## src/rtl/perm_rot_pipe.sv

```systemverilog
// perm_rot_pipe
//   Registered lane-rotation permuter for the FFT datapath. Reorders LANES
//   complex words between butterfly stages, with one valid/ready stage.
//   Forward (DIR=0): Q[i] = D[(i+s) mod LANES]
//   Inverse (DIR=1): Q[i] = D[(i-s) mod LANES]
//   s is SEL in manual mode, or an internal per-beat counter in auto mode.
//
// Ports
//   CLK        clock, rising edge
//   RST        synchronous active-high reset
//   MODE       0 = manual (s = SEL), 1 = auto (s = internal counter)
//   SEL        rotation amount in manual mode, sampled with the accepted beat
//   CLR        auto-counter clear, effective in the same cycle
//   IN_VALID   input beat valid
//   IN_READY   block can accept a beat
//   D          input lanes, lane i = D[i*W +: W]
//   OUT_VALID  Q holds a valid beat
//   OUT_READY  downstream accepts the beat
//   Q          permuted lanes, lane i = Q[i*W +: W]
//   OUT_SEL    rotation applied to the beat on Q
module perm_rot_pipe #(
  parameter int LANES = 4,
  parameter int W     = 64,
  parameter int SW    = $clog2(LANES),
  parameter int DIR   = 0
) (
  input  logic               CLK,
  input  logic               RST,
  input  logic               MODE,
  input  logic [SW-1:0]      SEL,
  input  logic               CLR,
  input  logic               IN_VALID,
  output logic               IN_READY,
  input  logic [LANES*W-1:0] D,
  output logic               OUT_VALID,
  input  logic               OUT_READY,
  output logic [LANES*W-1:0] Q,
  output logic [SW-1:0]      OUT_SEL
);

  logic [SW-1:0]      cnt;
  logic [SW-1:0]      s_eff;
  logic [LANES*W-1:0] rot;
  logic               accept;
  logic               emit;

  // RST gates IN_READY so no beat is taken in the reset cycle.
  assign IN_READY = !RST && (!OUT_VALID || OUT_READY);
  assign accept   = IN_VALID && IN_READY;
  assign emit     = OUT_VALID && OUT_READY;

  // CLR forces s to zero for a beat accepted in the same cycle.
  assign s_eff = MODE ? (CLR ? '0 : cnt) : SEL;

  // LANES is a power of two, so SW-bit arithmetic wraps modulo LANES.
  for (genvar i = 0; i < LANES; i++) begin : g_lane
    logic [SW-1:0] src;
    if (DIR != 0) begin : g_inv
      assign src = SW'(i) - s_eff;
    end else begin : g_fwd
      assign src = SW'(i) + s_eff;
    end
    assign rot[i*W +: W] = D[src*W +: W];
  end

  always_ff @(posedge CLK) begin
    if (RST) begin
      cnt <= '0;
    end else if (accept && MODE) begin
      cnt <= s_eff + SW'(1);
    end else if (CLR) begin
      cnt <= '0;
    end
  end

  always_ff @(posedge CLK) begin
    if (RST) begin
      OUT_VALID <= 1'b0;
      Q         <= '0;
      OUT_SEL   <= '0;
    end else if (accept) begin
      OUT_VALID <= 1'b1;
      Q         <= rot;
      OUT_SEL   <= s_eff;
    end else if (emit) begin
      OUT_VALID <= 1'b0;
    end
  end

endmodule
```

## config.mk

```make
export PLATFORM = sky130hd
export DESIGN_NAME = perm_rot_pipe
export DESIGN_NICKNAME = d
export VERILOG_FILES = /design/src/rtl/perm_rot_pipe.sv
export SDC_FILE = /design/constraint.sdc
export NUM_CORES = 1
export LEC_CHECK = 0
export CAP_MARGIN = 40
export CORE_AREA = 2 2 202 204
export CTS_BUF_LIST = sky130_fd_sc_hd__clkbuf_8
export CTS_CLUSTER_DIAMETER = 200
export DETAILED_ROUTE_END_ITERATION = 12
export DIE_AREA = 0 0 204 206
export PLACE_DENSITY = 0.65
export SYNTH_ARGS = -nofsm -noshare
export SYNTH_HDL_FRONTEND = slang
export SYNTH_SLANG_ARGS = --single-unit
```

## constraint.sdc

```tcl
create_clock -name CLK -period 2.08 [get_ports CLK]
set_input_delay 0.416 -clock CLK [delete_from_list [all_inputs] [get_ports CLK]]
set_output_delay 0.416 -clock CLK [all_outputs]
set_load 0.01 [all_outputs]
```

[Word level (Yosys, flattened, before mapping)]
Index checks and enable logic that the tools add are counted.
W data, S select, Z words.
Word-level totals
  word-level logic and storage cells: 24
  bits in latches: 0
  output and inout port bits: 260
  bits in read-only memories: 0
  register bits: 261
  memories kept: 0
  input port bits: 264
  memory bits (writable): 0
Operators by class
  multiply operators: 0
  divide/modulo/power cells: 0
  bitwise gates (word level): 0
  equality and inequality tests: 0
  muxes and demuxes: 5
  add/subtract/negate cells: 3
  shift-type cells: 4
  order comparisons: 0
  reduce and logical (&&, ||, !) cells: 8
Operators with widths (number)
  $shiftx A256 B9 Y64: 4
  $mux W2: 3
  $add A2 B2 Y2 const A: 2
  $logic_and A1 B1 Y1: 4
  $add A2 B1 Y2 const B: 1
  $logic_not A1 Y1: 2
  $mux W1: 2
  $reduce_bool A2 Y1: 1
  $logic_or A1 B1 Y1: 1

[Depth between registers and ports, before layout]
Gate-level depths: netlist of run 1.
  word-level depth: 6
  mapped depth: 7

[Least setup slack after synthesis of run 1]
Ideal clock, no wire load.
  path type: input to register
  start: input RST
  end: register Q[154]
  arrival: 1.759 ns
  slack: 0.238 ns
  stages on the path: 7
  setup time: 0.082 ns
  cells stage by stage: buf_2 > or3b_1 > buf_2 > or2_1 > buf_4 > buf_4 > o221ai_1
Between the ends
  cells in the longest elaborated chain, start to end: 3
RTL lines
  from (decl): RTL line 28  | input logic RST,
  $logic_not A1 Y1: RTL line 48  | assign IN_READY = !RST && (!OUT_VALID || OUT_READY);
  $logic_and A1 B1 Y1: RTL line 48
  $logic_and A1 B1 Y1: RTL line 49  | assign accept = IN_VALID && IN_READY;
  to (signal assigned): RTL line 83  | Q <= rot;
  to (decl): RTL line 37  | output logic [LANES*W-1:0] Q,
Several ways; a longest one is shown, not always the timed one.
A chain may end at the register's enable or synchronous reset.

[Worst setup path after layout of run 1]
  start: input OUT_READY
  end: output IN_READY
Between the ends
  cells in the longest elaborated chain, start to end: 2
RTL lines
  from (decl): RTL line 36  | input logic OUT_READY,
  $logic_or A1 B1 Y1: RTL line 48
  $logic_and A1 B1 Y1: RTL line 48
  to (decl): RTL line 33  | output logic IN_READY,
Every way passes these cells.

==> metrics.md, run 1 <==
| Metric | Value |
|---|---|
| Status | finished clean |
| Crit-path slowest cell | clkdlybuf4s50_1 |
| Commonest non-fill, non-tap cell in the layout | clkdlybuf4s50_1 |
| Sw Ratio | 0.304 |
| Pwr per Cell Area | between 700 and 800 mW/mm^2 |
| Clock root buffer | clkbuf_8 |
| Yosys top cell area share | 0.384 |
| LEAKAGE | 7.63 nW |
| Via total after detailed routing | about 15000 |
| Worst setup EP type | output pin |
| Setup Viol. Count Final | 0 |
| Post-route ant nets | 0 |
| HPWL Detailed | 40900 um |
| WP buf/inv | 3 |
| Max Cap Viol | 0 |
| Yosys reg bits | approximately 260 |
| Vias in the first global route | between 10000 and 15000 |
| CP max FO | 2 |
| Comb pwr share | 0.280 |
| Slew headroom | 0.718 |
| RSZ-0062 raised after global routing | no |
| Global router's overall resource usage | 0.255 |
| Crit-path cells | clkdlybuf4s50_1 -> nor2b_4 -> nor2_1 -> buf_4 -> dlygate4sd2_1 |
| Detailed Route WL | 56500 um |
| Commonest cells after routing, fill and taps aside | 521 x clkdlybuf4s50_1, 261 x dfxtp_1, 258 x nand3_1, 256 x a211oi_1 |
| Required @ worst endpoint | between 1.5 and 2 ns |
| Clk pwr share | 0.327 |
| Netlist Area Pre-Place | 0.0136 mm^2 |
| Cell taking the most area after synthesis | dfxtp_1 |
| Max stage delay on crit path | between 0.6 and 0.7 ns |
| Drt first pass iters | 5 |
| Post-synthesis sequential area ratio | 0.384 |
| WL/cell | 22.0 um |
| Fill count | 3732 |
| CP Launch Type | input pin |
| Sequential fraction of design power | 0.393 |
| Skew final | approximately 0.019 ns |
| Ports | 524 |
| Overall die height | a little over 200 um |
| Pint | between 0.01 and 0.015 W |
| DRT iter0 DRCs | between 700 and 800 |
| Worst-Margin Slew | around 0.42 ns |
| Crit share post-route | 0.983 |
| Min Hold Slack | ~0.47 ns |
| Number of CTS-inserted buffers | 47 |
| Die area | 0.0420 mm^2 |
| Critical path class | input pin to output pin |
| Max Fclk | ~490 MHz |
| DRC | 0 |
| Initial core utilization | 0.339 |
| Pin count of the biggest net entering global routing | 72 |
| Row count | between 70 and 80 |
| YS warnings | 0 |
| Switching power | 0.00449 W |
| Arr. time, crit path | approximately 1.6 ns |
| Fin. max-slew vios | 0 |
| GPL Wtd Cong | ~0.86 |
| Chip width | ~200 um |
| DR vias/cell | roughly 6 |
| Top Layer Used | met4 |
| Setup TNS | 0 ns |
| WL met2 | about 26000 um |
| Clk sink count | around 260 |
| Clock buffer depth | 3 |
| I/O Buffers | roughly 520 |
| Core Util, Final | 0.523 |
| Top cells by area, synth | dfxtp_1 38%, a211oi_1 14%, nand3_1 9.5% |
| Global route overflow | 0 |
| Layout Nets | between 2000 and 2500 |
| Average cell area after synthesis | 8.98 um^2 |
| Synthesized instance count | between 1500 and 2000 |
| Share of layout cells above drive strength 1 | 0.0896 |
| Met1 wire length | roughly 23000 um |
| Max rail drop VDD | 0.000416 V |
| Antenna violations before repair | 4 |
| CTS Hold Bufs | 0 |
| Hold crit path type | register to register |
| Crit path max-delay family | buffers and inverters |
| Final min period | slightly above 2 ns |
| CTS tree | done |
| Clock Latency Late Sink | about 0.60 ns |
| Metal3 WL | just under 5000 um |
| First-pass GRT wire length | around 85000 um |
| Netlist cell types | 29 |
| H-Tree Depth | 2 |
| Area growth syn-to-layout | 54.2% |
| Synth Net Count | approximately 1800 |
| Placeable core area | roughly 0.040 mm^2 |
| Final Hold Fails | 0 |
| Clk slew on worst S/H paths | ~0.06 ns |
## power by group through the flow
stage | logic (W) | registers, W | clock network (W)
detailed placement | 0.00413 | 0.00592 | 0
CTS | 0.00414 | 0.00582 | 0.00499
global route | 0.00443 | 0.00587 | 0.00522
floorplan | 0.00155 | 0.00608 | 0
finish | 0.00414 | 0.00582 | 0.00483
global placement | 0.00406 | 0.00591 | 0
## final timing paths
| path | start | end | slack [ns] | depth (start not counted) |
|---|---|---|---|---|
| worst min register to register | Q[204]$_SDFFE_PP0P_ | Q[204]$_SDFFE_PP0P_ | 0.47 | 2 |
| worst max register to register | OUT_VALID$_SDFFE_PP0P_ | Q[115]$_SDFFE_PP0P_ | 0.22 | 6 |
| worst max-delay path | OUT_READY | IN_READY | 0.04 | 5 |
| worst min-delay path | Q[204]$_SDFFE_PP0P_ | Q[204]$_SDFFE_PP0P_ | 0.47 | 2 |
## layout make-up
cell class / count / area [um^2] / share of cell area
Tap cell: 532 / 666 / 0.0317
Sequential cell: 261 / 5230 / 0.249
Multi-Input combinational cell: 1054 / 7600 / 0.362
Clock buffer: 58 / 798 / 0.0380
Timing Repair Buffer: 632 / 6560 / 0.313
Clock inverter: 24 / 121 / 0.00578
Antenna cell: 5 / 12.5 / 0.000596
Inverter: 2 / 15.0 / 0.000715
## per-stage QoR
step / total power (W) / instances / setup slack, ns / cell area, um^2
3_3_place_gp: 0.00998 / 2480 / -0.328 / 20100
5_1_grt: 0.0155 / 2567 / 0.000615 / 21000
6_report: 0.0148 / 2568 / 0.0361 / 21000
3_5_place_dp: 0.0100 / 2480 / -0.354 / 20100
2_1_floorplan: 0.00763 / 1516 / 0.238 / 13600
4_1_cts: 0.0150 / 2562 / 0.00542 / 21000
## flip-flops by register name, summed over array words and instances (netlist names)
signal,flops
cnt,2
OUT_SEL,2
OUT_VALID,1
Q,256
## worst min-delay path, delay by kind of cell (launching register included)
family,cells,cell delay (ns)
AOI/OAI and AO/OA,1,0.05
DFF,1,0.31
and+or+nand+nor,1,0.06
## synthesized netlist by cell type (all sizes together)
cell / n
a211oi: 256
a21o: 1
a21oi: 3
and3: 128
buf: 70
clkbuf: 129
dfxtp: 261
inv: 2
mux2: 1
mux2i: 128
nand2: 3
nand2b: 3
nand3: 258
nand3b: 1
nor2: 5
nor2b: 2
nor3: 1
nor3b: 1
o21ai: 1
o221ai: 128
o22a: 1
o22ai: 1
o31ai: 128
or2: 1
or3b: 1
xnor2: 2
## per-layer routing
layer,global-route usage,vias to the layer above
li1,-,7100
met1,0.304,7227
met2,0.418,677
met3,0.0724,141
met4,0.135,0
met5,0,-
## what timing repair did
item	in CTS	in global routing
setup buffers	0	1
endpoints found under the setup margin	2	1
pin swaps	0	0
resized for setup	3	1
cloned	0	0
## cell families (layout without fill, tap and decap cells)
| logic type | Yosys count | in the layout | synth area share |
|---|---|---|---|
| AOI/OAI and AO/OA | 519 | 519 | 0.297 |
| and+or+nand+nor | 404 | 404 | 0.161 |
| DFF | 261 | 261 | 0.384 |
| buffers and inverters | 201 | 716 | 0.0624 |
| muxes | 129 | 129 | 0.0949 |
| xor gates and xnor gates | 2 | 2 | 0.00129 |
| other | 0 | 5 | 0 |
Power figures use the tool's default switching activity.
==> run 2: changes to the inputs <==
--- a/config.mk
+++ b/config.mk
@@ -11,7 +11,8 @@
 export CTS_CLUSTER_DIAMETER = 200
 export DETAILED_ROUTE_END_ITERATION = 12
 export DIE_AREA = 0 0 204 206
-export PLACE_DENSITY = 0.65
+export HOLD_SLACK_MARGIN = 0.12
+export PLACE_DENSITY = 0.76
 export SYNTH_ARGS = -nofsm -noshare
 export SYNTH_HDL_FRONTEND = slang
 export SYNTH_SLANG_ARGS = --single-unit
==> metrics.md, run 2 (same netlist as run 1, synthesis figures left out) <==
| Metric | Value |
|---|---|
| Status | finished clean (unchanged) |
| Commonest non-fill, non-tap cell in the layout | clkdlybuf4s50_1 (unchanged) |
| Crit-path cells | clkdlybuf4s50_1 (was clkdlybuf4s50_1 -> nor2b_4 -> nor2_1 -> buf_4 -> dlygate4sd2_1) |
| # diodes | 0 (was 5) |
| Clock Latency Late Sink | 0.61 ns (was 0.60 ns) |
| I/O Buffers | 523 (unchanged) |
| GPL Wtd Cong | 0.942 (was 0.859) |
| Worst setup EP type | output pin (unchanged) |
| Crit path max-delay family | buffers and inverters (unchanged) |
| Ports | 524 (unchanged) |
| Clock buffer depth | 3 (unchanged) |
| Setup Viol. Count Final | 0 (unchanged) |
| Post-route ant nets | 0 (unchanged) |
| Grt met1 use | 0.294 (was 0.304) |
| Worst-Margin Slew | 0.401 ns (was 0.420 ns) |
| Row count | 74 (unchanged) |
| Setup TNS | 0 ns (unchanged) |
| DRC | 0 (unchanged) |
| FF-to-FF path depth | 5 (was 6) |
| Vias in the first global route | 15200 (was 14800) |
| Commonest cells after routing, fill and taps aside | 521 x clkdlybuf4s50_1, 260 x dfxtp_1, 258 x nand3_1, 256 x a211oi_1 (was 521 x clkdlybuf4s50_1, 261 x dfxtp_1, 258 x nand3_1, 256 x a211oi_1) |
| Via total after detailed routing | 15400 (was 15100) |
| Met2 usage | 0.416 (was 0.418) |
| Top reg by flops | Q (unchanged) |
| Hold crit path type | register to register (unchanged) |
| Slew headroom | 0.730 (was 0.718) |
| Clock root buffer | clkbuf_8 (unchanged) |
| CTS Hold Bufs | 0 (unchanged) |
| Antenna violations before repair | 0 (was 4) |
| CTS tree | done (unchanged) |
| Placeable core area | 0.0402 mm^2 (unchanged) |
| Switching power | 0.00451 W (was 0.00449 W) |
| Sequential fraction of design power | 0.392 (was 0.393) |
| Clk slew on worst S/H paths | 0.07 ns (was 0.06 ns) |
| Pwr per Cell Area | 712 mW/mm^2 (was 704 mW/mm^2) |
| Setup bufs post-CTS | 0 (unchanged) |
| Final min period | 2.00 ns (was 2.04 ns) |
| LEAKAGE | 7.55 nW (was 7.63 nW) |
| Fin. max-slew vios | 0 (unchanged) |
| Skew final | 0.0326 ns (was 0.0192 ns) |
| Initial core utilization | 0.339 (unchanged) |
| Share of layout cells above drive strength 1 | 0.0899 (was 0.0896) |
| Max rail drop VDD | 0.000426 V (was 0.000416 V) |
| Sw Ratio | 0.304 (about the same) |
| Number of CTS-inserted buffers | 47 (unchanged) |
| Global router's overall resource usage | 0.251 (was 0.255) |
| DRT iter0 DRCs | 1088 (was 781) |
| Chip width | 204 um (unchanged) |
| Met3 usage | 0.0672 (was 0.0724) |
| Pint | 0.0103 W (about the same) |
| H-Tree Depth | 2 (unchanged) |
| First-pass GRT wire length | 84600 um (was 84900 um) |
| Crit-path slowest cell | clkdlybuf4s50_1 (unchanged) |
| Final Hold Fails | 0 (unchanged) |
| WP buf/inv | 1 (was 3) |
| Overall die height | 206 um (unchanged) |
| Clk sink count | 261 (unchanged) |
| Comb pwr share | 0.274 (was 0.280) |
| Layout Nets | 2258 (was 2262) |
| Global route overflow | 0 (unchanged) |
| Clk pwr share | 0.334 (was 0.327) |
| RSZ-0062 raised after global routing | no (unchanged) |
| Fill count | 3669 (was 3732) |
| WL/cell | 21.7 um (was 22.0 um) |
| Max Fclk | 499 MHz (was 489 MHz) |
| Placed standard-cell area | 0.0199 mm^2 (was 0.0201 mm^2) |
| Area growth syn-to-layout | 52.9% (was 54.2%) |
| Core Util, Final | 0.518 (was 0.523) |
| DR vias/cell | 6.02 (was 5.90) |
| Global route hottest layer | met2 (unchanged) |
| Max Cap Viol | 0 (unchanged) |
| CP max FO | 2 (unchanged) |
| Arr. time, crit path | 1.59 ns (was 1.63 ns) |
| HPWL Detailed | 39400 um (was 40900 um) |
| Tot Pwr | 0.0148 W (about the same) |
| Max stage delay on crit path | 0.58 ns (was 0.62 ns) |
| Drt first pass iters | 5 (unchanged) |
| Pin count of the biggest net entering global routing | 67 (was 72) |
| Largest regs | Q x256, OUT_SEL x2, cnt x2 (unchanged) |
| CP Launch Type | register (was input pin) |
| Stages on worst setup path | 1 (was 5) |
| Detailed Route WL | 55500 um (was 56500 um) |
| Hold path depth | 2 (unchanged) |
| Crit share post-route | 0.963 (was 0.983) |
| Max reg flops | 256 (unchanged) |
| Die area | 0.0420 mm^2 (unchanged) |
| Critical path class | register to output pin (was input pin to output pin) |
| Design Area, Final | 0.0208 mm^2 (was 0.0210 mm^2) |
| Required @ worst endpoint | 1.66 ns (about the same) |
[run 2: cell count changes in the layout (fill, tap and decap cells not counted), sizes merged, moves of 2 or more]
cell	delta
clkinv	+2
dlygate4sd2	-2
clkbuf	+2
buf	-4
inv	-7
diode	-5
[run 2: area by class of cell]
cell class                      instances  area (um^2)  share of cell area
Multi-Input combinational cell       1054         7600               0.365
Timing Repair Buffer                  628         6390               0.307
Sequential cell                       261         5230               0.251
Clock buffer                           60          826              0.0397
Tap cell                              532          666              0.0320
Clock inverter                         19          104             0.00499
Inverter                                2         12.5            0.000601
[run 2: worst paths after layout]
| kind | startpoint | end | slack [ns] |
|---|---|---|---|
| setup / recovery | Q[175]$_SDFFE_PP0P_ | Q[175] | 0.08 |
| hold / removal | OUT_SEL[1]$_SDFFE_PP0P_ | OUT_SEL[1]$_SDFFE_PP0P_ | 0.46 |
| setup reg to reg | cnt[0]$_SDFF_PP0_ | Q[200]$_SDFFE_PP0P_ | 0.19 |
| hold reg to reg | OUT_SEL[1]$_SDFFE_PP0P_ | OUT_SEL[1]$_SDFFE_PP0P_ | 0.46 |
[run 2: what timing repair did]
action	in CTS	in global routing
gates cloned	0	0
pin swaps	0	0
resized for setup	3	2
setup endpoints to repair	1	2
[run 2: power by group through the flow]
stage / logic [W] / registers [W] / clock network [W]
after floorplan: 0.00155 / 0.00608 / 0
after global placement: 0.00395 / 0.00589 / 0
after detailed placement: 0.00404 / 0.00590 / 0
after CTS: 0.00406 / 0.00581 / 0.00508
after global routing: 0.00434 / 0.00586 / 0.00528
final: 0.00407 / 0.00581 / 0.00495
[run 2: per-stage QoR]
step                      worst slack [ns]  hold WS [ns]  std cells
after floorplan                      0.238         0.481       1516
after global placement              -0.283         0.449       2477
after detailed placement            -0.364         0.455       2477
after CTS                           0.0179         0.465       2556
after global routing               0.00328         0.482       2556
final                               0.0774         0.462       2556
[run 2: routing by layer]
layer | routed length (um) | up-vias
met5 | 0 | -
met2 | 26000 | 784
met3 | 4750 | 196
li1 | - | 7080
met1 | 21700 | 7334
met4 | 3120 | 0
